File: src/rtl/parity_packer.sv
// Packs qualified parity bits LSB-first into WIDTH-bit words and queues them
// in a DEPTH-entry FIFO with a valid/ready output and a sticky overflow flag.
module parity_packer #(
  parameter int WIDTH = 8,
  parameter int DEPTH = 4
) (
  input  logic                     clk,
  input  logic                     rst,
  input  logic                     bit_in,
  input  logic                     bit_valid,
  output logic [WIDTH-1:0]         word_out,
  output logic                     word_valid,
  input  logic                     word_ready,
  output logic [$clog2(DEPTH):0]   fifo_level,
  output logic [$clog2(WIDTH)-1:0] bit_pos,
  output logic                     overflow,
  input  logic                     clr_ovf
);

  localparam int PW = $clog2(WIDTH);
  localparam int AW = $clog2(DEPTH);
  localparam int LW = AW + 1;
  localparam logic [PW-1:0] LAST_POS = PW'(WIDTH - 1);
  localparam logic [LW-1:0] FULL_LVL = LW'(DEPTH);

  logic [WIDTH-1:0] acc_q, acc_d;
  logic [PW-1:0]    pos_q, pos_d;
  logic [AW-1:0]    wr_q, wr_d;
  logic [AW-1:0]    rd_q, rd_d;
  logic [LW-1:0]    lvl_q, lvl_d;
  logic             ovf_q, ovf_d;
  logic [WIDTH-1:0] mem_q [DEPTH];

  logic [WIDTH-1:0] new_word;
  logic             complete;
  logic             full;
  logic             pop;
  logic             push;
  logic             drop;

  always_comb begin
    acc_d    = acc_q;
    pos_d    = pos_q;
    complete = 1'b0;
    new_word = {bit_in, acc_q[WIDTH-2:0]};
    if (bit_valid) begin
      if (pos_q == LAST_POS) begin
        complete = 1'b1;
        acc_d    = '0;
        pos_d    = '0;
      end else begin
        acc_d[pos_q] = bit_in;
        pos_d        = pos_q + PW'(1);
      end
    end
  end

  // A pop on the same edge frees a slot, so a completing word is never
  // dropped while the consumer is draining.
  always_comb begin
    full = (lvl_q == FULL_LVL);
    pop  = word_valid && word_ready;
    push = complete && (!full || pop);
    drop = complete && full && !pop;

    wr_d = push ? wr_q + AW'(1) : wr_q;
    rd_d = pop  ? rd_q + AW'(1) : rd_q;

    case ({push, pop})
      2'b10:   lvl_d = lvl_q + LW'(1);
      2'b01:   lvl_d = lvl_q - LW'(1);
      default: lvl_d = lvl_q;
    endcase

    if (drop)         ovf_d = 1'b1;
    else if (clr_ovf) ovf_d = 1'b0;
    else              ovf_d = ovf_q;
  end

  always_ff @(posedge clk or negedge rst) begin
    if (!rst) begin
      acc_q <= '0;
      pos_q <= '0;
      wr_q  <= '0;
      rd_q  <= '0;
      lvl_q <= '0;
      ovf_q <= 1'b0;
    end else begin
      acc_q <= acc_d;
      pos_q <= pos_d;
      wr_q  <= wr_d;
      rd_q  <= rd_d;
      lvl_q <= lvl_d;
      ovf_q <= ovf_d;
    end
  end

  // Storage needs no reset: entries are only visible once written.
  always_ff @(posedge clk) begin
    if (push) mem_q[wr_q] <= new_word;
  end

  assign word_valid = (lvl_q != '0);
  assign word_out   = word_valid ? mem_q[rd_q] : '0;
  assign fifo_level = lvl_q;
  assign bit_pos    = pos_q;
  assign overflow   = ovf_q;

endmodule

File: config.mk
export PLATFORM = sky130hd
export DESIGN_NAME = parity_packer
export DESIGN_NICKNAME = d
export VERILOG_FILES = /design/src/rtl/parity_packer.sv
export SDC_FILE = /design/constraint.sdc
export NUM_CORES = 1
export LEC_CHECK = 0
export BUFFER_PORTS_ARGS = -buffer_cell sky130_fd_sc_hd__buf_2
export CORE_ASPECT_RATIO = 0.9
export CORE_MARGIN = 5
export CORE_UTILIZATION = 30
export DETAILED_ROUTE_END_ITERATION = 8
export PLACE_DENSITY = 0.49
export SYNTH_ARGS = -nofsm -noshare
export SYNTH_HDL_FRONTEND = slang
export SYNTH_SLANG_ARGS = --single-unit
File: constraint.sdc
create_clock -name clk -period 2.6 [get_ports clk]
set_input_delay 0.52 -clock clk [delete_from_list [all_inputs] [get_ports clk]]
set_output_delay 0.52 -clock clk [all_outputs]
set_load 0.05 [all_outputs]
==> metrics.csv <==
stage,metric,value,unit
synthesis,avgSynthCellArea,14.9,um2
cts,numCtsBuffers,5,
setup_path,critPathArrivalTime,2.53,ns
finish,area.growth.synth_to_final,13.3,%
power,p_clk_share,16.5,%
synthesis,synthFlopType,edfxtp_1,
power,combPwrFrac,45.1,%
synthesis,syn_inst,154,
floorplanning,floorplan.initialDensity,30.7,%
global_route,grt_max_degree,19,
synthesis,synth_area,2300,um2
global_route,overflow,0,
routing,finalWirelength,4.31,mm
routing,wl_per_cell,15.8,um
finish,diodes,0,
synthesis,ys_top_cells_by_area,"edfxtp_1, dfrtp_1, mux4_2",
cts,cts_resized,0,
timing,timing.final.crit_share,88.5,%
finish,fin_util,34.8,%
placement,port_buffers,21,
setup_path,worstSetupPathType,flop to flop,
routing,via_count,1306,
setup_path,max_stage_delay,0.48,ns
synthesis,synthMostInstantiatedCell,edfxtp_1,
timing,final_max_slew_viol_count,0,
power,seqPwrFrac,38.3,%
cts,cts_sinks,50,
routing,ant_nets,0,
setup_path,start_kind,flop,
cts,hold_buffers,0,
cts,cts.clk_slew.worst_paths,0.09,ns
synthesis,synth.net_count,167,
power,p_int,1.88,mW
cts,cts_buffer_depth,2,
synthesis,synthArstFlopShare,36.0,%
global_route,grt_pass1_vias,1374,
finish,stdcell_count,273,
setup_path,reg2reg_to,fifo_level[2],
setup_path,cp-endpoint,fifo_level[2],
finish,drive_gt1_share,26.6,%
cts,post_cts_buffers,0,
floorplanning,fp-row-count,30,
placement,placed_cells,265,
setup_path,cp.required,2.83,ns
floorplanning,die-area,9530,um2
setup_path,crit_start,bit_pos[0],
floorplanning,io_pins,22,
timing,timing.fmax,0.435,GHz
setup_path,path_common_cell,ha_1,
floorplanning,fp.dieH,93.1,um
cts,cts_tree,built,
global_route,grt_usage,9.79,%
setup_path,slowest_stage,dfrtp_1,
placement,place_hpwl,3.01,mm
setup_path,endpoint_kind,flop,
synthesis,yosys.area.top_type,edfxtp_1,
synthesis,ys_seq_area_share,61.3,%
synthesis,synth.distinct_cells,42,
power,irDropWorstVdd,0.581,mV
timing,hold_viol,0,
synthesis,ys_ff_latch,50,
routing,first_pass_iters,4,
cts,h-tree-depth,2,
timing,period_minus_slack,2.30,ns
synthesis,synthDominantCellAreaShare,41.7,%
timing,tns,0,ns
timing,slew-limit-headroom,69.6,%
placement,routabilityCongestion,0.795,
timing,setup_viol,0,
global_route,grt_pass1_wl,7.12,mm
global_route,grt_antenna_before_repair,0,
floorplanning,coreArea,7510,um2
job,max_cap_viol_count,0,
timing,worstMarginPinSlew,0.455,ns
power,swShare,43.2,%
setup_path,r2r_cells,8,
timing,rsz0062_at_grt,no,
cts,cts_root_buf,clkbuf_8,
timing,finalClockSkew,0.0115,ns
routing,vias_per_cell,4.78,
cts,clkLatencyLatePin,0.30,ns
setup_path,crit_fanout,11,
power,leakagePower,1.01,nW
routing,drc_errors,0,
setup_path,path_cells,ha_1 > ha_1 > nand2_1 > nand3_1 > fa_1 > nand3b_1 > or3_1 > o211ai_2,
power,power.switching,1.43,mW
run_status,status,completed,
synthesis,yosysWarnings,0,
finish,nets,189,
setup_path,reg2reg_from,bit_pos[0],
floorplanning,die_w,102,um
hold_path,min_path_type,input pin to asynchronous set/reset pin,
synthesis,yosys-top-cells-count,"edfxtp_1, dfrtp_1, and2_1",
routing,drtIter0Drc,36,
synthesis,synth_edf_count,32,
setup_path,r2r_slack,0.30,ns
power,power.density,1270,nW/um2
## layer usage
| layer | vias up | global-route usage (%) | part of all wire (%) |
|---|---|---|---|
| li1 | 617 | - | - |
| met1 | 662 | 13.4 | 48 |
| met2 | 25 | 15.3 | 47 |
| met3 | 2 | 2.46 | 4.3 |
| met4 | 0 | 2.95 | 0.51 |
| met5 | - | 0 | 0 |
## worst min path at each step
stage                          endpoint  slack, ns  start
final                          overflow       0.15    rst
after global routing      fifo_level[1]       0.17    rst
after CTS                      overflow       0.16    rst
after detailed placement       overflow       0.49    rst
after global placement         overflow       0.47    rst
after floorplan                acc_q[0]       0.22    rst
## power groups by stage
| stage | Clock, mW | Combinational, mW | Sequential [mW] |
|---|---|---|---|
| after global routing | 0.589 | 1.62 | 1.30 |
| after CTS | 0.556 | 1.52 | 1.27 |
| after global placement | 0 | 1.48 | 1.27 |
| after detailed placement | 0 | 1.51 | 1.29 |
| final | 0.548 | 1.49 | 1.27 |
| after floorplan | 0 | 1.11 | 1.35 |
## logic make-up after synthesis
logic type	after synthesis	synth area share [%]
compound gates	19	6.85
xor+xnor	5	1.90
fa+ha+maj	7	4.13
buf+inv	20	4.08
flops	50	61.3
mux	18	12.4
simple gates	35	9.35
## cell usage in the layout, fill, tap and decap left out, types with 2 or more instances in the layout
| cell type | instances |
|---|---|
| mux2_2 | 3 |
| ha_1 | 6 |
| clkbuf_8 | 5 |
| edfxtp_1 | 32 |
| nand2_1 | 5 |
| mux4_2 | 8 |
| nand3b_1 | 3 |
| o22ai_1 | 6 |
| mux2i_1 | 6 |
| xnor2_1 | 5 |
| dfrtp_1 | 18 |
| buf_4 | 3 |
| buf_2 | 21 |
| nor3b_1 | 3 |
| and2_1 | 13 |
| nand3_1 | 2 |
| inv_1 | 11 |
| a21oi_1 | 2 |
## layout make-up
type / instances / area [um2]
fill: 731 / 4900
sequential: 50 / 1410
multi-input combinational: 84 / 797
timing repair buffer: 24 / 128
tap: 96 / 120
clock buffer: 6 / 72.6
inverter: 11 / 41.3
clock inverter: 2 / 38.8
## critical path, delay by kind of cell (launching register included)
kind | cells | cell delay (ns)
AOI/OAI and AO/OA | 1 | 0.07
adders and majority gates | 3 | 0.86
DFF | 1 | 0.48
and+or+nand+nor | 4 | 0.83
## state kept, by name, indices dropped and copies added (netlist names)
name / count
mem_q: 32
overflow: 1
bit_pos: 3
wr_q: 2
fifo_level: 3
acc_q: 7
rd_q: 2
## metrics by stage
stage | setup WS (ns) | instance area, um2 | total power [mW] | hold slack (ns)
finish | 0.300 | 2610 | 3.31 | 0.151
global route | 0.125 | 2610 | 3.52 | 0.173
CTS | 0.290 | 2610 | 3.34 | 0.156
detailed placement | 0.318 | 2500 | 2.80 | 0.486
global placement | 0.430 | 2500 | 2.75 | 0.475
floorplan | 0.163 | 2300 | 2.46 | 0.224
Power figures use the tool's default switching activity.
